`src/rtl/dequ_fp_pkg.sv`:
```
// Shared float-format helpers for the dequantizer integer-to-float path.
package dequ_fp_pkg;

  localparam logic RND_TRUNC = 1'b0;
  localparam logic RND_RNE   = 1'b1;

  // Exponent bias for an ew-bit exponent field.
  function automatic int fp_bias(input int ew);
    return (1 << (ew - 1)) - 1;
  endfunction

  // Packed {sign, exp, frac} width.
  function automatic int fp_width(input int ew, input int mw);
    return 1 + ew + mw;
  endfunction

  // LSB index of a lane inside a flat lane bus.
  function automatic int lane_lo(input int lane, input int w);
    return lane * w;
  endfunction

endpackage

```
`src/rtl/leading_one_detect.sv`:
```
// Leading-one detector: position of the highest set bit plus an all-zero flag.
module leading_one_detect #(
  parameter int WWIDTH = 32,
  parameter int PW     = (WWIDTH > 1) ? $clog2(WWIDTH) : 1
) (
  input  logic [WWIDTH-1:0] i_val,
  output logic [PW-1:0]     o_pos,
  output logic              o_zero
);

  // Scan upward; the last set bit seen is the most significant one.
  always_comb begin
    o_pos = '0;
    for (int i = 0; i < WWIDTH; i++)
      if (i_val[i]) o_pos = PW'(i);
  end

  assign o_zero = ~|i_val;

endmodule

```
`src/rtl/mantissa_exponent_pack_pipe.sv`:
```
// Three-stage multi-lane integer-to-float packer: capture/abs, leading-one
// detect, normalise/round/pack. Valid/ready with a full-throughput pipeline.
module mantissa_exponent_pack_pipe
  import dequ_fp_pkg::*;
#(
  parameter int NUM_LANES  = 4,
  parameter int WWIDTH     = 32,
  parameter int EXPLENGTH  = 8,
  parameter int MANTLENGTH = 23,
  parameter int SIGNED_IN  = 1
) (
  input  logic                                         clk,
  input  logic                                         rst_n,
  input  logic                                         in_valid,
  output logic                                         in_ready,
  input  logic [NUM_LANES*WWIDTH-1:0]                  in_data,
  input  logic [EXPLENGTH-1:0]                         in_step_exp,
  input  logic                                         in_round_mode,
  output logic                                         out_valid,
  input  logic                                         out_ready,
  output logic [NUM_LANES*(1+EXPLENGTH+MANTLENGTH)-1:0] out_data,
  output logic [NUM_LANES-1:0]                         out_ovf,
  output logic [NUM_LANES-1:0]                         out_unf
);

  localparam int FW  = fp_width(EXPLENGTH, MANTLENGTH);
  localparam int PW  = (WWIDTH > 1) ? $clog2(WWIDTH) : 1;
  localparam int EW2 = EXPLENGTH + 2;
  localparam logic signed [EW2-1:0] BIAS_S = EW2'(fp_bias(EXPLENGTH));
  localparam logic signed [EW2-1:0] EMAX   = EW2'((1 << EXPLENGTH) - 1);
  localparam logic signed [EW2-1:0] EZERO  = '0;

  // Pipeline control: a stage loads when empty or when its successor moves.
  logic [3:1] r_vld;
  logic       w_ld1, w_ld2, w_ld3;

  assign w_ld3     = out_ready | ~r_vld[3];
  assign w_ld2     = w_ld3 | ~r_vld[2];
  assign w_ld1     = w_ld2 | ~r_vld[1];
  assign in_ready  = w_ld1;
  assign out_valid = r_vld[3];

  // S1 capture
  logic [NUM_LANES-1:0]             w1_sign, r1_sign;
  logic [NUM_LANES-1:0][WWIDTH-1:0] w1_mag, r1_mag;
  logic [EXPLENGTH-1:0]             r1_exp;
  logic                             r1_rnd;
  // S2 detect
  logic [NUM_LANES-1:0]             w2_zero, r2_zero, r2_sign;
  logic [NUM_LANES-1:0][PW-1:0]     w2_pos, r2_pos;
  logic [NUM_LANES-1:0][WWIDTH-1:0] r2_mag;
  logic [EXPLENGTH-1:0]             r2_exp;
  logic                             r2_rnd;
  // S3 pack
  logic [NUM_LANES*FW-1:0]          w3_data;
  logic [NUM_LANES-1:0]             w3_ovf, w3_unf;

  // Stage valid shift register; reset drops every in-flight transaction.
  always_ff @(posedge clk or negedge rst_n) begin
    if (!rst_n) begin
      r_vld <= '0;
    end else begin
      if (w_ld1) r_vld[1] <= in_valid;
      if (w_ld2) r_vld[2] <= r_vld[1];
      if (w_ld3) r_vld[3] <= r_vld[2];
    end
  end

  // Stage data registers; only load on a real transfer into the stage.
  always_ff @(posedge clk or negedge rst_n) begin
    if (!rst_n) begin
      r1_sign <= '0; r1_mag <= '0; r1_exp <= '0; r1_rnd <= RND_TRUNC;
      r2_sign <= '0; r2_mag <= '0; r2_pos <= '0; r2_zero <= '0;
      r2_exp  <= '0; r2_rnd <= RND_TRUNC;
      out_data <= '0; out_ovf <= '0; out_unf <= '0;
    end else begin
      if (w_ld1 && in_valid) begin
        r1_sign <= w1_sign;
        r1_mag  <= w1_mag;
        r1_exp  <= in_step_exp;
        r1_rnd  <= in_round_mode;
      end
      if (w_ld2 && r_vld[1]) begin
        r2_sign <= r1_sign;
        r2_mag  <= r1_mag;
        r2_pos  <= w2_pos;
        r2_zero <= w2_zero;
        r2_exp  <= r1_exp;
        r2_rnd  <= r1_rnd;
      end
      if (w_ld3 && r_vld[2]) begin
        out_data <= w3_data;
        out_ovf  <= w3_ovf;
        out_unf  <= w3_unf;
      end
    end
  end

  for (genvar l = 0; l < NUM_LANES; l++) begin : g_lane
    logic [WWIDTH-1:0] w_raw;

    assign w_raw      = in_data[lane_lo(l, WWIDTH) +: WWIDTH];
    // Magnitude fits WWIDTH bits unsigned, including the most-negative value.
    assign w1_sign[l] = (SIGNED_IN != 0) ? w_raw[WWIDTH-1] : 1'b0;
    assign w1_mag[l]  = w1_sign[l] ? (~w_raw + WWIDTH'(1)) : w_raw;

    leading_one_detect #(.WWIDTH(WWIDTH), .PW(PW)) u_lod (
      .i_val  (r1_mag[l]),
      .o_pos  (w2_pos[l]),
      .o_zero (w2_zero[l])
    );

    logic [PW-1:0]                  w_sh;
    logic [WWIDTH+MANTLENGTH-2:0]   w_ext;
    logic [MANTLENGTH-1:0]          w_frac;
    logic                           w_guard, w_sticky, w_inc;
    logic [MANTLENGTH:0]            w_frac_r;
    logic signed [EW2-1:0]          w_e;
    logic [FW-1:0]                  w_pack;
    logic                           w_ovf, w_unf;

    // Normalise so the leading one falls off the top (hidden bit), then
    // round the fraction and clamp the exponent to inf / flushed zero.
    always_comb begin
      w_sh     = PW'(WWIDTH - 1) - r2_pos[l];
      w_ext    = (WWIDTH+MANTLENGTH-1)'({r2_mag[l], {MANTLENGTH{1'b0}}} << w_sh);
      w_frac   = w_ext[WWIDTH+MANTLENGTH-2 -: MANTLENGTH];
      w_guard  = w_ext[WWIDTH-2];
      w_sticky = |w_ext[WWIDTH-3:0];
      w_inc    = (r2_rnd == RND_RNE) & w_guard & (w_sticky | w_frac[0]);
      w_frac_r = {1'b0, w_frac} + (MANTLENGTH+1)'(w_inc);
      w_e      = BIAS_S + EW2'(signed'(r2_exp)) + EW2'(r2_pos[l])
               + EW2'(w_frac_r[MANTLENGTH]);
      w_pack   = '0;
      w_ovf    = 1'b0;
      w_unf    = 1'b0;
      if (r2_zero[l]) begin
        w_pack = '0;
      end else if (w_e >= EMAX) begin
        w_pack = {r2_sign[l], {EXPLENGTH{1'b1}}, {MANTLENGTH{1'b0}}};
        w_ovf  = 1'b1;
      end else if (w_e <= EZERO) begin
        w_pack = {r2_sign[l], {(FW-1){1'b0}}};
        w_unf  = 1'b1;
      end else begin
        w_pack = {r2_sign[l], w_e[EXPLENGTH-1:0], w_frac_r[MANTLENGTH-1:0]};
      end
    end

    assign w3_data[lane_lo(l, FW) +: FW] = w_pack;
    assign w3_ovf[l] = w_ovf;
    assign w3_unf[l] = w_unf;
  end

endmodule

```
`config.mk`:
```
export PLATFORM = sky130hd
export DESIGN_NAME = mantissa_exponent_pack_pipe
export DESIGN_NICKNAME = d
export VERILOG_FILES = /design/src/rtl/dequ_fp_pkg.sv /design/src/rtl/leading_one_detect.sv /design/src/rtl/mantissa_exponent_pack_pipe.sv
export SDC_FILE = /design/constraint.sdc
export NUM_CORES = 2
export LEC_CHECK = 0
export CAP_MARGIN = 20
export CORE_MARGIN = 5
export CORE_UTILIZATION = 40
export DETAILED_ROUTE_END_ITERATION = 10
export PLACE_DENSITY = 0.6
export SLEW_MARGIN = 20
export SYNTH_ARGS = -nofsm -noshare
export SYNTH_HDL_FRONTEND = slang
export SYNTH_SLANG_ARGS = --single-unit
```
`constraint.sdc`:
```
create_clock -name clk -period 6.3 [get_ports clk]
set_input_delay 1.89 -clock clk [delete_from_list [all_inputs] [get_ports clk]]
set_output_delay 1.89 -clock clk [all_outputs]
set_load 0.02 [all_outputs]
```
-- Word-level counts from Yosys, hierarchy flattened
Index checks and enable logic that the tools add are counted.
- bits in registers: 445
- bits of input ports: 141
- output and inout bits: 138
- word-level logic and storage cells: 255
- add/sub/neg operators: 21
- order comparisons: 8
- shift operators: 4
- multiplexer cells: 160
- bitwise gates (word level): 22
- reduce and logical (&&, ||, !) cells: 15
- operators by type and width (kind ; number):
    two-way mux 5 bit ; 64
    two-way mux 32 bit ; 8
    two-way mux 31 bit ; 8
    left shift 55 x 5 -> 54 bit ; 4
    adder 32 x 1 -> 32 bit (second input constant) ; 4
    two-way mux 4 bit ; 32
    inverter 32 bit ; 4
    OR reduction 32 bit ; 4
    OR reduction 30 bit ; 4
    adder 23 x 1 -> 24 bit ; 4
    two-way mux 3 bit ; 16
    adder 10 x 1 -> 10 bit ; 4
    greater-or-equal comparator 10 x 9 -> 1 bit (second input constant) ; 4
    <= comparator 10 x 1 -> 1 bit (second input constant) ; 4
    adder 10 x 5 -> 10 bit ; 3
    two-way mux 1 bit ; 24
    subtractor 5 bit (first input constant) ; 4
    two-way mux 2 bit ; 8
    adder 9 x 6 -> 10 bit ; 1
    adder 8 x 8 -> 9 bit (first input constant) ; 1
    AND 1 bit ; 8
    bitwise OR 1 bit ; 7
    zero test 1 bit ; 4
    logical AND 1 bit ; 3
    inverter 1 bit ; 3

-- Depth between registers and ports, before layout
- depth after elaboration: 31
- mapped depth: 24
- depth with buffers taken out: 18

-- Modules after synthesis
Synthesis repeated with hierarchy kept, for this count alone.
- cells, all modules: 2960
- area total of the unflattened synthesis: 29978.8 µm²
- by module, submodules not included (module ; instances ; cells an instance ; area an instance (µm²) ; sequential area each (µm²)):
    mantissa_exponent_pack_pipe ; 1 ; 2700 ; 28642.5 ; 11035.6
    leading_one_detect ; 4 ; 65 ; 334.1 ; 0.0

-- Worst setup path after synthesis
Ideal clock, no wire load.
- kind: register to register
- start: reg r2_pos[0] in the netlist's numbering
- end: reg out_data[10]
- setup time: 0.066 ns
- arrival time: 5.134 ns
- data required time: 6.234 ns
- path slack: 1.100 ns
- stages on the path, launching flop included: 20
- buffers on the path: 2
- clock period less this slack: 5.200 ns
- path through: dfrtp_1 -> buf_6 -> mux2i_1 -> mux4_2 -> or3_4 -> or3_4 -> nor4_4 -> nand2_1 -> nor4b_1 -> fa_1 -> fa_1 -> nand3_1 -> a21boi_0 -> o22ai_1 -> xnor2_1 -> and4_1 -> a21oi_1 -> nor2b_1 -> clkbuf_1 -> a22o_1
- cells in the longest elaborated chain, start to end: 11
- elaborated cells on any way between the ends: 14
- classes of those cells: add/sub (4); order compare (2); shift (1); mux (3); bitwise (3); reduce/logical (1)
- ends and longest elaborated chain (what ; RTL line ; source):
    start, declared ; mantissa_exponent_pack_pipe.sv:50 ; logic [NUM_LANES-1:0][PW-1:0] w2_pos, r2_pos;
    start signal, assigned ; mantissa_exponent_pack_pipe.sv:86 ; r2_pos <= w2_pos;
    subtractor 5 bit ; mantissa_exponent_pack_pipe.sv:125 ; w_sh = PW'(WWIDTH - 1) - r2_pos[l];
    left shift 55 x 5 -> 54 bit ; mantissa_exponent_pack_pipe.sv:126 ; w_ext = (WWIDTH+MANTLENGTH-1)'({r2_mag[l], {MANTLENGTH{1'b0}}} << w_sh);
    OR reduction 30 bit ; mantissa_exponent_pack_pipe.sv:129 ; w_sticky = |w_ext[WWIDTH-3:0];
    bitwise OR 1 bit ; mantissa_exponent_pack_pipe.sv:130 ; w_inc = (r2_rnd == RND_RNE) & w_guard & (w_sticky | w_frac[0]);
    AND 1 bit ; mantissa_exponent_pack_pipe.sv:130 ;
    adder 23 x 1 -> 24 bit ; mantissa_exponent_pack_pipe.sv:131 ; w_frac_r = {1'b0, w_frac} + (MANTLENGTH+1)'(w_inc);
    adder 10 x 1 -> 10 bit ; mantissa_exponent_pack_pipe.sv:133 ; + EW2'(w_frac_r[MANTLENGTH]);
    <= comparator 10 x 1 -> 1 bit ; mantissa_exponent_pack_pipe.sv:142 ; end else if (w_e <= EZERO) begin
    two-way mux 31 bit ; mantissa_exponent_pack_pipe.sv:142 ;
    two-way mux 31 bit * ; mantissa_exponent_pack_pipe.sv:139 ; end else if (w_e >= EMAX) begin
    two-way mux 32 bit * ; mantissa_exponent_pack_pipe.sv:137 ; if (r2_zero[l]) begin
    end signal, assigned ; mantissa_exponent_pack_pipe.sv:92 ; out_data <= w3_data;
    end, declared ; mantissa_exponent_pack_pipe.sv:21 ; output logic [NUM_LANES*(1+EXPLENGTH+MANTLENGTH)-1:0] out_data,
Mark *: on every way between the ends. The rest lies on a longest branch, timed or not.
A chain may end at the register's enable or synchronous reset.

-- Final worst setup path
- start: reg r2_pos[0] in the netlist's numbering
- end: reg out_data[6]
Same word-level chain as after synthesis.

==> out/results.tsv <==
metric	value	unit
status	complete, no violations	
fill_cells	7046	
rr_endpoint	out_data[6]	
p_per_area	425	mW/mm^2
yosysUniqueCellTypes	83	
whs_endpoint	r2_sign[0]	
reg2reg_slack	0.34	ns
rsz0062_at_grt	no	
worstHoldStart	r1_sign[0]	
whs	0.457	ns
drt_iter0_drc	1789	
synth.most_common_cell	nand2_1	
hold_violations	0	
yosysSeqAreaShare	37.6	%
slew_viol_final	0	
insertion_delay	0.61	ns
gp_congestion	0.910	
core_area	0.0728	sq mm
cts_root_buffer	clkbuf_16	
ant_nets	0	
ys_warn_count	0	
design_area	0.0349	sq mm
syn_area	0.0293	sq mm
maxCapViolCount	0	
fp.dieW	281	microns
syn_inst	3163	
drc	0	
path_max_fanout	23	
core.rowCount	99	
cts.clk_slew.worst_paths	0.05	ns
io_buffer_count	278	
cts_setup_buffers	0	
fin_crit	5.96	ns
clockBufferDepth	3	
synth_top_flop_cell	dfrtp_1	
hold_depth	2	
wl	85800	microns
finClkSkew	0.0273	ns
syn_area_per_cell	9.27	sq um
drt_first_pass_iters	5	
min_period_over_period	94.6	%
gr-total-overflow	0	
place_area	0.0332	sq mm
reg2regPathDepth	17	
dp_hpwl	64700	microns
setup-tns-final	0	ns
hold_path_class	register to register	
grt_max_degree	102	
relSlewSlack	26.4	%
ios	279	
clock-sinks	441	
grt_pass1_wl	136000	microns
finalSetupViolCount	0	
arrival	6.44	ns
path_class	register to register	
cts_tree	done	
final_util	47.9	%
grt_use_total	21.2	%
cts_buffers	51	
fmax	168	MHz
path_cells	mux2i_1 > mux4_2 > or3_4 > or3_4 > nor4_4 > nand2_1 > nor4b_1 > fa_1 > fa_1 > nand3_1 > a21boi_0 > o22ai_1 > xnor2_1 > o41ai_1 > nor2b_1 > buf_4 > a32o_1	
required	6.78	ns
worst_slew_pin_slew	1.09	ns
synth_nets	3337	
grt_pass1_vias	23900	
worstReg2RegStart	r2_pos[0]	
multi_input_comb_area	0.0173	sq mm
netlist_top_cells_count	702 x nand2_1, 441 x dfrtp_1, 257 x o21ai_0	
slowest_stage	dfrtp_2	
synthArstFlopShare	100	%
die_h	281	microns
critPathCaptureType	register	
synth_top_area_share	37.6	%
htreeDepth	2	
cp_slowest_stage_delay	0.70	ns
nets	3563	
synth_edf_count	0	
vdd_ir_drop_max	0.252	mV
leakagePower	14.7	nW
synth_area_leaders	dfrtp_1 38%, mux4_2 9.5%, nand2_1 9.0%	
cp-start-kind	register	
yosys.area.top_type	dfrtp_1	
start_util	40.3	%
syn_to_final_growth	19.0	%
regArea	0.0110	sq mm
wl_per_cell	19.6	microns
die_area	0.0788	sq mm
ys_ff_latch	441	
antenna_found_initial	3	
final_layout_size_suffix_gt1_share	11.2	%
viasPerCell	5.58	
vias	24500	
==> report_power, final <==
| group | total (W) | leakage (nW) | internal [W] | switching (W) |
|---|---|---|---|---|
| logic | 0.00735 | 8.44 | 0.00342 | 0.00394 |
| clock network | 0.00297 | 0.820 | 0.00177 | 0.00120 |
| registers | 0.00451 | 5.46 | 0.00361 | 0.000895 |
| total | 0.0148 | 14.7 | 0.00880 | 0.00603 |
==> logic make-up after synthesis <==
kind of cell             after synthesis  share of synthesized area [%]
AO/OA/AOI/OAI                        712                           16.2
XOR/XNOR                             222                           6.63
adder cells (fa/ha/maj)               33                           1.61
buffers and inverters                242                           3.48
flip-flops                           441                           37.6
multiplexers                         262                           15.1
AND/OR/NAND/NOR                     1251                           19.4
==> registers in the layout, summed over array words and instances (netlist names) <==
name      cells
r2_pos       20
r2_mag      124
r2_zero       4
r1_exp        8
r_vld         3
out_ovf       4
out_unf       4
out_data    128
r2_exp        8
r1_mag      128
r2_sign       4
r2_rnd        1
r1_rnd        1
r1_sign       4
==> area by class of cell <==
class / instances / share of cell area, %
Antenna cell: 2 / 0.0143
Clock buffer: 77 / 4.34
Clock inverter: 13 / 0.459
Inverter: 61 / 0.656
Multi-Input combinational cell: 2480 / 49.6
Sequential cell: 441 / 31.6
Tap cell: 959 / 3.44
Timing Repair Buffer: 354 / 9.81
==> worst max-delay path: cells and delay by family (launching register included) <==
kind	cells	cell delay (ns)
xor gates and xnor gates	1	0.18
AOI/OAI and AO/OA	4	1.40
DFF	1	0.70
adders and majority gates	2	0.49
muxes	2	0.79
and+or+nand+nor	7	2.01
buffers and inverters	1	0.24
==> worst max path at each step <==
| stage | startpoint | to | slack [ns] | cells after the start |
|---|---|---|---|---|
| finish | r2_pos[0] | out_data[6] | 0.34 | 17 |
| detailed placement | r2_pos[0] | out_data[6] | 0.35 | 18 |
| floorplan | r2_pos[0] | out_data[10] | 1.10 | 19 |
| global placement | r2_pos[0] | out_data[6] | 0.43 | 18 |
| CTS | r2_pos[0] | out_data[6] | 0.34 | 18 |
| global route | r2_pos[0] | out_data[6] | 0.02 | 17 |
==> metrics by stage <==
step           setup slack [ns]  power, W  instances
2_1_floorplan              1.10   0.00929       3163
3_3_place_gp              0.430    0.0119       4294
3_5_place_dp              0.354    0.0119       4295
4_1_cts                   0.338    0.0149       4385
5_1_grt                  0.0158    0.0158       4386
6_report                  0.340    0.0148       4387
==> repair_timing <==
action                     4_1_cts  5_1_grt
setup endpoints to repair        0       52
hold buffers                     0        0
resized for setup                0        3
==> placed cells by master (no fill, tap or decap), drive strengths merged, types with 16 or more instances in the layout <==
cell	count
nand2b	28
and3	20
o21bai	16
nor4	43
or4	21
o21ai	262
nor2	170
ha	25
o31ai	59
a21o	23
mux4	135
nor2b	31
mux2	64
xor2	153
nand3	54
clkbuf	77
a211oi	26
inv	58
mux2i	63
xnor2	69
clkdlybuf4s50	275
dfrtp	441
nand4	29
buf	79
o41ai	23
a221o	20
a21oi	90
nand2	703
nor3	66
a22o	66
or3	22
==> layer usage <==
layer	share of wire, %	routed length [microns]	global-route usage, %	vias to the layer above
li1	-	-	-	12000
met4	2.4	2050	5.42	0
met3	5.9	5030	3.82	108
met2	44	37800	32.7	586
met1	48	40900	31.0	11800
met5	0	0	0	-
Note: power is estimated with default switching activity, not from simulation.
